### src/rtl/rr_arbiter_8.sv
// Eight-requester round-robin arbiter with sticky, registered one-hot grants.
// Optional grant hold timeout is enabled with `define RR_ARB_HOLD_TIMEOUT_EN.
module rr_arbiter_8 #(
  parameter int unsigned MAX_HOLD = 16
) (
  input  logic       clk,
  input  logic       rst_n,
  input  logic [7:0] req,
  output logic [7:0] gnt,
  output logic [2:0] gnt_id,
  output logic       gnt_valid,
  output logic       timeout
);

  localparam int unsigned N_REQ = 8;
  localparam int unsigned ID_W  = 3;
  localparam int unsigned CNT_W = 8;

  typedef enum logic {IDLE, GRANT} state_t;

  state_t            state, state_nxt;
  logic [N_REQ-1:0]  gnt_nxt;
  logic [ID_W-1:0]   gnt_id_nxt;
  logic              gnt_valid_nxt;
  logic              timeout_nxt;
  logic [ID_W-1:0]   last_id, last_id_nxt;
  logic [N_REQ-1:0]  arb_req;
  logic [ID_W-1:0]   arb_last;
  logic [ID_W:0]     arb_res;
  logic              owner_rel;
  logic              hold_hit;
`ifdef RR_ARB_HOLD_TIMEOUT_EN
  logic [CNT_W-1:0]  hold_cnt, hold_cnt_nxt;
`endif

  // Highest set index below l wins; otherwise highest set index overall. MSB of result = found.
  function automatic logic [ID_W:0] arb(input logic [N_REQ-1:0] r, input logic [ID_W-1:0] l);
    logic [N_REQ-1:0] m;
    logic [ID_W:0]    res;
    res = '0;
    for (int i = 0; i < int'(N_REQ); i++) m[i] = r[i] && (ID_W'(i) < l);
    if (m == '0) m = r;
    for (int i = 0; i < int'(N_REQ); i++) if (m[i]) res = {1'b1, ID_W'(i)};
    return res;
  endfunction

  // On release or timeout the current owner is excluded and becomes the rotation point.
  assign arb_req  = (state == GRANT) ? (req & ~gnt) : req;
  assign arb_last = (state == GRANT) ? gnt_id : last_id;
  assign arb_res  = arb(arb_req, arb_last);
  assign owner_rel = !req[gnt_id];
`ifdef RR_ARB_HOLD_TIMEOUT_EN
  assign hold_hit = (hold_cnt == CNT_W'(MAX_HOLD - 1));
`else
  assign hold_hit = 1'b0;
`endif

  always_comb begin
    state_nxt     = state;
    gnt_nxt       = gnt;
    gnt_id_nxt    = gnt_id;
    gnt_valid_nxt = gnt_valid;
    timeout_nxt   = 1'b0;
    last_id_nxt   = last_id;
`ifdef RR_ARB_HOLD_TIMEOUT_EN
    hold_cnt_nxt  = hold_cnt;
`endif
    case (state)
      IDLE: begin
        if (arb_res[ID_W]) begin
          state_nxt     = GRANT;
          gnt_nxt       = N_REQ'(1) << arb_res[ID_W-1:0];
          gnt_id_nxt    = arb_res[ID_W-1:0];
          gnt_valid_nxt = 1'b1;
`ifdef RR_ARB_HOLD_TIMEOUT_EN
          hold_cnt_nxt  = '0;
`endif
        end
      end
      GRANT: begin
        if (owner_rel || hold_hit) begin
          last_id_nxt = gnt_id;
          timeout_nxt = !owner_rel;
`ifdef RR_ARB_HOLD_TIMEOUT_EN
          hold_cnt_nxt = '0;
`endif
          if (arb_res[ID_W]) begin
            gnt_nxt       = N_REQ'(1) << arb_res[ID_W-1:0];
            gnt_id_nxt    = arb_res[ID_W-1:0];
            gnt_valid_nxt = 1'b1;
          end else begin
            state_nxt     = IDLE;
            gnt_nxt       = '0;
            gnt_id_nxt    = '0;
            gnt_valid_nxt = 1'b0;
          end
        end else begin
`ifdef RR_ARB_HOLD_TIMEOUT_EN
          if (hold_cnt != {CNT_W{1'b1}}) hold_cnt_nxt = hold_cnt + CNT_W'(1);
`endif
        end
      end
      default: state_nxt = IDLE;
    endcase
  end

  always_ff @(posedge clk) begin
    if (!rst_n) begin
      state     <= IDLE;
      gnt       <= '0;
      gnt_id    <= '0;
      gnt_valid <= 1'b0;
      timeout   <= 1'b0;
      last_id   <= '0;
`ifdef RR_ARB_HOLD_TIMEOUT_EN
      hold_cnt  <= '0;
`endif
    end else begin
      state     <= state_nxt;
      gnt       <= gnt_nxt;
      gnt_id    <= gnt_id_nxt;
      gnt_valid <= gnt_valid_nxt;
      timeout   <= timeout_nxt;
      last_id   <= last_id_nxt;
`ifdef RR_ARB_HOLD_TIMEOUT_EN
      hold_cnt  <= hold_cnt_nxt;
`endif
    end
  end

endmodule
### config.mk
export PLATFORM = sky130hd
export DESIGN_NAME = rr_arbiter_8
export DESIGN_NICKNAME = d
export VERILOG_FILES = /design/src/rtl/rr_arbiter_8.sv
export SDC_FILE = /design/constraint.sdc
export NUM_CORES = 1
export LEC_CHECK = 0
export ABC_CLOCK_PERIOD_IN_PS = 4100
export CAP_MARGIN = 20
export CORE_ASPECT_RATIO = 1.4
export CORE_UTILIZATION = 56
export DETAILED_ROUTE_END_ITERATION = 16
export GPL_TIMING_DRIVEN = 0
export PLACE_DENSITY = 0.88
export SETUP_SLACK_MARGIN = 0.4
export SYNTH_ARGS = -nofsm -noshare
export SYNTH_HDL_FRONTEND = slang
export SYNTH_SLANG_ARGS = --single-unit
### constraint.sdc
create_clock -name clk -period 4.1 [get_ports clk]
set_input_delay 0.82 -clock clk [delete_from_list [all_inputs] [get_ports clk]]
set_output_delay 0.82 -clock clk [all_outputs]
set_load 0.1 [all_outputs]
==> results of run 1 <==
[area by class of cell]
class                           instances  area share [%]
Inverter                                7           1.689
Sequential cell                        16           20.60
Buffer                                  9           5.471
Multi-Input combinational cell        115           54.63
Clock buffer                            4           2.333
Tap cell                               22           1.770
Timing Repair Buffer                   21           13.52
[synthesized netlist by cell type (2+ instances only)]
cell / number / area share [%]
clkbuf_8: 2 / 2.1
buf_4: 2 / 1.2
nand3_1: 4 / 1.6
o21a_2: 2 / 1.4
dfxtp_1: 16 / 25
mux4_2: 2 / 3.5
a211o_1: 2 / 1.4
nand2b_1: 4 / 2.0
a21oi_1: 15 / 5.9
a21boi_0: 6 / 3.5
o2bb2ai_1: 6 / 4.1
nor2b_1: 2 / 0.98
nor3_1: 6 / 2.3
nor2_1: 5 / 1.5
buf_6: 3 / 2.6
inv_1: 7 / 2.1
a211oi_1: 2 / 1.2
nand2_1: 8 / 2.3
o41ai_2: 2 / 2.5
a32o_1: 4 / 3.1
o21ai_0: 8 / 3.1
a31oi_1: 2 / 0.98
nand3b_1: 4 / 2.3
nand4b_1: 2 / 1.4
or2_1: 2 / 0.98
[power by group through the flow]
stage               Sequential [mW]  Clock [mW]  Combinational [mW]
CTS                           0.242       0.110               0.825
global placement              0.242           0               0.808
global route                  0.248       0.115               0.877
floorplan                     0.485           0               0.404
detailed placement            0.245           0               0.821
finish                        0.243       0.106               0.828
[worst min path at each step]
stage / cells after the start / start / end
detailed placement: 1 / gnt[1]$_SDFFE_PN0P_ / gnt[1]$_SDFFE_PN0P_
global placement: 1 / gnt[1]$_SDFFE_PN0P_ / gnt[1]$_SDFFE_PN0P_
finish: 1 / gnt[1]$_SDFFE_PN0P_ / gnt[1]$_SDFFE_PN0P_
floorplan: 2 / last_id[1]$_SDFFE_PN0P_ / last_id[1]$_SDFFE_PN0P_
CTS: 1 / gnt[1]$_SDFFE_PN0P_ / gnt[1]$_SDFFE_PN0P_
global route: 1 / gnt[1]$_SDFFE_PN0P_ / gnt[1]$_SDFFE_PN0P_
[kinds of logic (layout without fill, tap and decap cells)]
family | count (synthesis) | after routing | share of synthesized area (%)
other cells | 1 | 1 | 0.2927
simple gates | 46 | 46 | 22.07
buf+inv | 16 | 41 | 8.691
mux | 3 | 3 | 4.297
flops | 16 | 16 | 25.00
compound gates | 65 | 65 | 39.65
[state kept, by name (all words and copies together) (netlist names)]
signal	count
gnt_id	3
gnt	8
gnt_valid	1
state	1
last_id	3
[layer usage]
metal	global-route usage [%]	routed length, um
met1	38.24	1400
met5	0	0
met2	50.77	1797
met4	15.63	67
met3	5.215	177
[cell usage in the layout, fill, tap and decap left out, drive strengths merged, types with 5 or more instances in the layout]
cell type and count:
o2bb2ai 6, nor2 5, dfxtp 16, clkdlybuf4s50 21, inv 7, a21boi 7
clkbuf 7, nor3 7, o21ai 8, buf 6, nand2 8, a21oi 16
[through the flow]
| step | hold slack (ps) | power, mW |
|---|---|---|
| 2_1_floorplan | 485.0 | 0.8886 |
| 3_3_place_gp | 496.6 | 1.050 |
| 3_5_place_dp | 498.8 | 1.066 |
| 4_1_cts | 516.7 | 1.177 |
| 5_1_grt | 534.8 | 1.240 |
| 6_report | 523.3 | 1.176 |
[worst register-to-register path: stages, from the launching register on]
cell and delay (ps):
dfxtp_1 390, buf_4 190, buf_2 240, a21oi_1 120, o21a_2 260, o41ai_2 570, a21oi_2 150, a41o_1 300
buf_6 150, a32o_1 200
==> flow_summary.ini, run 1 <==
[layout]
multi_input_area_sq_um = 849.6
finalNonFillerCells = 194
final_area_sq_um = 1555
fin_nets = 183
seq_area_sq_um = 320.3
drive_gt1_share_pct = 19.19
utilization_pct = 71.44
antennaDiodeCount = 0
synthToLayoutAreaGrowth_pct = 21.39
nFillCells = 171

[worst_setup_path]
cp-end-kind = flip-flop
cp.arrival_ps = 3360
crit_family = compound AO/OA/AOI/OAI gates
rr_worst_depth = 9
slowest_delay_ps = 570
critPathMaxFanout = 10
crit_end = gnt_id[1]$_SDFFE_PN0P_
crit_chain = clkdlybuf4s50_1, nor2b_1, and3_2, o21a_2, o41ai_2, a21oi_2, a41o_1, buf_6, a32o_1
cp-startpoint = req[6]
crit_buf_inv = 2
r2r_end = gnt_id[1]$_SDFFE_PN0P_
crit_cells = 9
cp.required_ps = 4300
r2r-start = state$_SDFF_PN0_
critPathSlowestCell = o41ai_2
cp-start-kind = input pin
path_class = in -> reg
rrSetupSlack_ps = 1430

[timing]
hold_viol = 0
worst_pin_slew_ps = 996.3
relSlewSlack_pct = 33.37
drv_slew = 0
finalSetupViolCount = 0
post-route-period-util_pct = 77.19
rsz0062_at_grt = no
fmax_mhz = 316.0
layout_min_cycle_time_ps = 3165
tns_ps = 0
skew_ps = 5.621
fin_ws_ps = 935.2

[clocking]
cts_setup_buffers = 0
htree_levels = 1
cts_resized = 0
postCtsHoldBufs = 0
cts_buffers = 3
root_buffer = clkbuf_4
cts_tree = done
clock-sinks = 16
clkLatencyLatePin_ps = 300
clockBufferDepth = 2
path_clk_slew_ps = 90

[power]
ir_drop_mv = 0.6932
p_leak_nw = 0.5857
p_seq_share_pct = 20.6
p_comb_share_pct = 70.4
power.density_nw_per_um2 = 756.2
power_switching_mw = 0.6419
pwr-share-clk_pct = 9.0
swShare_pct = 54.59
intPower_mw = 0.5341

[logic_synthesis]
synth_cell_types = 54
async_flop_share_pct = 0
avgSynthCellArea_sq_um = 8.716
ys_ff_latch = 16
synth_edf_count = 0
synthFlopType = dfxtp_1
syn_area_sq_um = 1281
synthesis.nets = 157
ys_seq_area_share_pct = 25.00
yosysWarnings = 0
syn_inst = 147

[die]
die_w_um = 42.43
start_util_pct = 58.85
die_h_um = 58.60
core_sq_um = 2177
placementRows = 20
dieArea_sq_um = 2486
pin_count = 23

[placement]
dp_slack_ps = 679.6
dp_cells = 190
gp_congestion = 0.9125
placed_area_sq_um = 1519
dp_hpwl_um = 2644
io_buffer_count = 21

[global_routing]
antenna_found_initial = 0
grt_max_degree = 11
grt_pass1_vias = 1244
grt_usage_pct = 30.71
grt_overflow = 0
grt_pass1_wl_um = 5796

[drt]
vias = 1321
wirelength_um = 3442
ant_nets = 0
vias_per_cell = 6.809
routedWlPerCell_um = 17.74
drt_iter0_markers = 64
drtPass1Iterations = 5
remaining_drc_errors = 0

[hold_path]
min_path_type = reg -> reg

[outcome]
status = finished clean

[flow_run]
cap_violations = 0
(Power assumes the default switching activity.)
==> inputs of run 2 (changes only) <==
- ABC_CLOCK_PERIOD_IN_PS: 4100 -> 3200
- CORE_UTILIZATION: 56 -> 52
- PLACE_DENSITY: 0.88 -> 0.83
- clock period: 4.1 -> 3.2 ns (I/O delays scaled with it)
==> run 2 against run 1 <==
Against the previous run:
- the flow now finishes with violations (DRC)
- final cell count unchanged
- utilization up 1.4 points
- sequential cell count unchanged
- wire length up 4.4%
- die area up 7.4%
- highest routed layer unchanged
==> flow_summary.ini, run 2 (synthesis results as in run 1) <==
[outcome]
status = complete, but fails checks
violations = DRC

[timing]
tns_ps = 0
drv_slew = 0
relSlewSlack_pct = 34.81
finalSetupViolCount = 0
hold_viol = 0
fmax_mhz = 368.6
rsz0062_at_grt = no
layout_min_cycle_time_ps = 2713
skew_ps = 12.29
hold_ws_ps = 499.7
post-route-period-util_pct = 84.77
worst_pin_slew_ps = 974.8

[clocking]
root_buffer = clkbuf_4
cts_buffers = 3
cts_tree = done
clock-sinks = 16
htree_levels = 1
path_clk_slew_ps = 80
clkLatencyLatePin_ps = 290
clockBufferDepth = 2
postCtsHoldBufs = 0

[drt]
wirelength_um = 3593
drt_iter0_markers = 38
routedWlPerCell_um = 18.52
ant_nets = 0
vias = 1285
remaining_drc_errors = 1
vias_per_cell = 6.624
drtPass1Iterations = 10

[layout]
largest_reg_flops = 8
reg.largest.list = gnt (8), gnt_id (3), last_id (3)
antennaDiodeCount = 0
final_cell_mix = clkdlybuf4s50_1 (18), a21oi_1 (13), dfxtp_2 (9)
finalNonFillerCells = 194
largest-register = gnt
drive_gt1_share_pct = 29.65
final_common_cell = clkdlybuf4s50_1
synthToLayoutAreaGrowth_pct = 28.03
fin_nets = 183
nFillCells = 180

[worst_setup_path]
cp.arrival_ps = 2900
cp.required_ps = 3380
cp-end-kind = flip-flop
slowest_delay_ps = 540
crit_chain = clkdlybuf4s50_1, inv_2, a2111oi_4, or3_4, or4_4, a221oi_4, a211oi_4, a32o_1
r2r-start = last_id[0]$_SDFFE_PN0P_
rr_worst_depth = 7
r2r_end = gnt[6]$_SDFFE_PN0P_
crit_buf_inv = 2
rrSetupSlack_ps = 530
critPathSlowestCell = or4_4
crit_family = simple AND/OR/NAND/NOR gates
cp-start-kind = input pin
path_class = in -> reg
critPathMaxFanout = 6

[placement]
dp_hpwl_um = 2712
gp_congestion = 0.9528
io_buffer_count = 21
dp_cells = 190

[die]
dieArea_sq_um = 2669
die_w_um = 43.95
placementRows = 20
core_sq_um = 2252
pin_count = 23
start_util_pct = 56.89
die_h_um = 60.73

[hold_path]
hold-path-endpoint = gnt[1]$_SDFFE_PN0P_
min_path_type = reg -> reg
min_from = gnt[1]$_SDFFE_PN0P_
min_delay_path_depth = 1

[power]
power.density_nw_per_um2 = 974.7
p_leak_nw = 0.6290
power_switching_mw = 0.8690
ir_drop_mv = 0.7480
intPower_mw = 0.7298
p_comb_share_pct = 71.5
pwr-share-clk_pct = 8.4
swShare_pct = 54.36
p_seq_share_pct = 20.1

[global_routing]
grt_pass1_wl_um = 5796
grt_max_degree = 11
grt_overflow = 0
grt_usage_pct = 28.88
grt_pass1_vias = 1250
antenna_found_initial = 0

[flow_run]
cap_violations = 0
[run 2: repair_timing]
action                                  in CTS  in global routing
pin swaps                                    1                  3
resized for setup                            4                 16
endpoints found under the setup margin      11                 12
buffers inserted                             0                  0
[run 2: how the worst max path moves through the flow]
stage	from	slack [ps]	endpoint	depth (start not counted)
6_report	req[4]	490	gnt[6]$_SDFFE_PN0P_	8
5_1_grt	state$_SDFF_PN0_	420	gnt[6]$_SDFFE_PN0P_	8
2_1_floorplan	gnt[5]$_SDFFE_PN0P_	470	gnt[6]$_SDFFE_PN0P_	7
3_3_place_gp	req[6]	-20	gnt_id[0]$_SDFFE_PN0P_	9
4_1_cts	req[0]	400	gnt[6]$_SDFFE_PN0P_	8
3_5_place_dp	req[6]	-50	gnt[7]$_SDFFE_PN0P_	9
[run 2: area by class of cell]
cell class | instances | area [sq um] | share of cell area [%]
Clock buffer | 4 | 36.28 | 2.212
Inverter | 7 | 26.28 | 1.602
Buffer | 9 | 86.33 | 5.263
Sequential cell | 16 | 331.6 | 20.21
Multi-Input combinational cell | 115 | 918.4 | 55.99
Tap cell | 22 | 27.53 | 1.678
Timing Repair Buffer | 21 | 214.0 | 13.04
[run 2: per-stage QoR]
stage                     power, mW  worst slack, ps  util, %  area, sq um
after floorplan               1.147            466.1        -         1291
after global placement        1.356           -24.48    67.89         1529
after detailed placement      1.373           -54.84    67.89         1529
after CTS                     1.542            404.5    70.67         1592
after global routing          1.679            420.5    72.83         1640
final                         1.599            487.2    72.83         1640
[run 2: power by group through the flow]
stage               Sequential (mW)  Combinational [mW]  Clock, mW
floorplan                     0.630               0.517          0
global placement              0.319                1.04          0
detailed placement            0.321                1.05          0
CTS                           0.318                1.09      0.135
global route                  0.327                1.21      0.145
finish                        0.321                1.14      0.135
[run 2: per-layer routing]
layer | part of all wire [%] | up-vias | wire (um) | track usage [%]
met3 | 5.1 | 10 | 184 | 4.464
met5 | 0 | - | 0 | 0
met4 | 2.1 | 0 | 76 | 8.658
met1 | 41 | 617 | 1481 | 35.41
li1 | - | 613 | - | -
met2 | 52 | 45 | 1851 | 51.81
[run 2: worst register-to-register path, stage by stage, from the launching register on]
cell      delay (ps)
dfxtp_2          390
o41ai_2          390
a221oi_2          90
or3_4            440
or4_4            540
a221oi_4         350
a211oi_4         100
a32o_1           270
==> inputs of run 3 (changes only) <==
- ABC_CLOCK_PERIOD_IN_PS: 3200 -> 2480
- CORE_UTILIZATION: 52 -> 47
- PLACE_DENSITY: 0.83 -> 0.79
- clock period: 3.2 -> 2.48 ns (I/O delays scaled with it)
==> run 3 against run 2 <==
Against the previous run:
- the flow now finishes without violations
- sequential power is 36% higher
- clock skew is 9.5 ps lower
- setup slack worse by 450 ps
- sequential share of layout area is 1.6 points lower
- cell area is 19% higher
- via count is 15% higher
- final cell count is 16% higher
- global-route usage is 1.9 points higher
- total power is 49% higher
- wire length is 21% higher
- largest cell class unchanged
==> flow_summary.ini, run 3 (synthesis results as in run 1) <==
[power]
intPower_mw = 1.130
power.density_nw_per_um2 = 1217
p_seq_share_pct = 18.4
swShare_pct = 52.58
pwr-share-clk_pct = 7.5
power_mw = 2.383
ir_drop_mv = 1.028
power_switching_mw = 1.253
p_comb_share_pct = 74.1
p_leak_nw = 0.8111

[clocking]
cts_buffers = 3
cts_tree = done
root_buffer = clkbuf_4
path_clk_slew_ps = 90
clkLatencyLatePin_ps = 300
htree_levels = 1
clock-sinks = 16
clockBufferDepth = 2

[layout]
final_area_sq_um = 1958
fin_nets = 201
seq_area_sq_um = 365.4
final_common_cell = dlygate4sd2_1
multi_input_area_sq_um = 1023
largest_reg_flops = 8
drive_gt1_share_pct = 46.84
antennaDiodeCount = 0
synthToLayoutAreaGrowth_pct = 52.83
utilization_pct = 74.88
finalNonFillerCells = 226
reg.largest.list = gnt (8), gnt_id (3), last_id (3)
final_cell_mix = dlygate4sd2_1 (18), a21oi_1 (12), buf_4 (12)
nFillCells = 177
largest-register = gnt

[timing]
hold_ws_ps = 504.3
relSlewSlack_pct = 35.87
drv_slew = 0
rsz0062_at_grt = yes
post-route-period-util_pct = 98.40
finalSetupViolCount = 0
fmax_mhz = 409.8
tns_ps = 0
worst_pin_slew_ps = 965.8
hold_viol = 0
skew_ps = 2.785
fin_ws_ps = 39.66
layout_min_cycle_time_ps = 2440

[hold_path]
min_path_type = reg -> reg
min_delay_path_depth = 1

[outcome]
status = finished clean

[worst_setup_path]
crit_buf_inv = 1
rr_worst_depth = 8
crit_chain = buf_8, o41ai_4, a221oi_2, or3_4, or4_4, a221oi_4, a211oi_2, a32o_1
r2r_end = gnt[6]$_SDFFE_PN0P_
critPathMaxFanout = 6
cp.required_ps = 2680
slowest_delay_ps = 440
cp-end-kind = flip-flop
crit_cells = 8
crit_family = compound AO/OA/AOI/OAI gates
critPathSlowestCell = or4_4
cp-startpoint = state$_SDFF_PN0_
r2r-start = state$_SDFF_PN0_
crit_end = gnt[6]$_SDFFE_PN0P_
path_class = reg -> reg
cp.arrival_ps = 2640
rrSetupSlack_ps = 40
cp-start-kind = flip-flop

[drt]
ant_nets = 0
routedWlPerCell_um = 19.21
drt_iter0_markers = 72
remaining_drc_errors = 0
vias_per_cell = 6.527
wirelength_um = 4342
vias = 1475
drtPass1Iterations = 4

[die]
pin_count = 23
start_util_pct = 49.00
die_h_um = 63.78
die_w_um = 46.13
placementRows = 22
core_sq_um = 2615
dieArea_sq_um = 2942

[placement]
dp_slack_ps = -546.8
placed_area_sq_um = 1623
io_buffer_count = 21
dp_hpwl_um = 2761
dp_cells = 204
gp_congestion = 0.9338

[flow_run]
cap_violations = 0

[global_routing]
grt_pass1_wl_um = 6596
grt_pass1_vias = 1426
grt_max_degree = 11
grt_usage_pct = 30.82
antenna_found_initial = 0
grt_overflow = 0
## run 3: changes by cell type in the layout (fill, tap and decap cells not counted), sizes merged
cell / previous run / this run
buf: 6 / 24
clkbuf: 7 / 8
clkdlybuf4s50: 18 / 2
dlygate4sd2: 1 / 18
dlymetal6s2s: 2 / 0
## run 3: repair_timing
| item | 4_1_cts | 5_1_grt |
|---|---|---|
| hold buffers | 0 | 0 |
| pin swaps | 10 | 10 |
| buffers inserted | 12 | 4 |
| resized for setup | 48 | 17 |
| hold endpoints to repair | 0 | 0 |
| setup endpoints to repair | 25 | 13 |
| gates cloned | 1 | 1 |
## run 3: worst min-delay path by stage
stage	start	end	slack [ps]
2_1_floorplan	last_id[1]$_SDFFE_PN0P_	last_id[1]$_SDFFE_PN0P_	490
3_3_place_gp	gnt[4]$_SDFFE_PN0P_	gnt[4]$_SDFFE_PN0P_	470
3_5_place_dp	gnt[1]$_SDFFE_PN0P_	gnt[1]$_SDFFE_PN0P_	470
4_1_cts	gnt[4]$_SDFFE_PN0P_	gnt[4]$_SDFFE_PN0P_	500
5_1_grt	gnt[2]$_SDFFE_PN0P_	gnt[2]$_SDFFE_PN0P_	510
6_report	gnt[2]$_SDFFE_PN0P_	gnt[2]$_SDFFE_PN0P_	500
## run 3: layer usage
layer | up-vias | global-route usage [%] | wire (um)
met5 | - | 0 | 0
met4 | 0 | 22.43 | 207
met3 | 22 | 5.367 | 173
met2 | 69 | 50.35 | 2272
met1 | 726 | 33.63 | 1689
li1 | 658 | - | -
## run 3: power groups by stage
stage               combinational [mW]  clock, mW  sequential, mW
floorplan                        0.741          0           0.831
global placement                  1.42          0           0.426
detailed placement                1.43          0           0.429
CTS                               1.60      0.181           0.426
global route                      1.85      0.187           0.446
finish                            1.77      0.179           0.438
## run 3: area by class of cell
class                      count  area share (%)
multi-input combinational    115           52.27
timing repair buffer          39           18.27
buffer                         9           5.304
clock buffer                   4           1.853
sequential                    16           18.66
tap                           36           2.300
inverter                       7           1.342
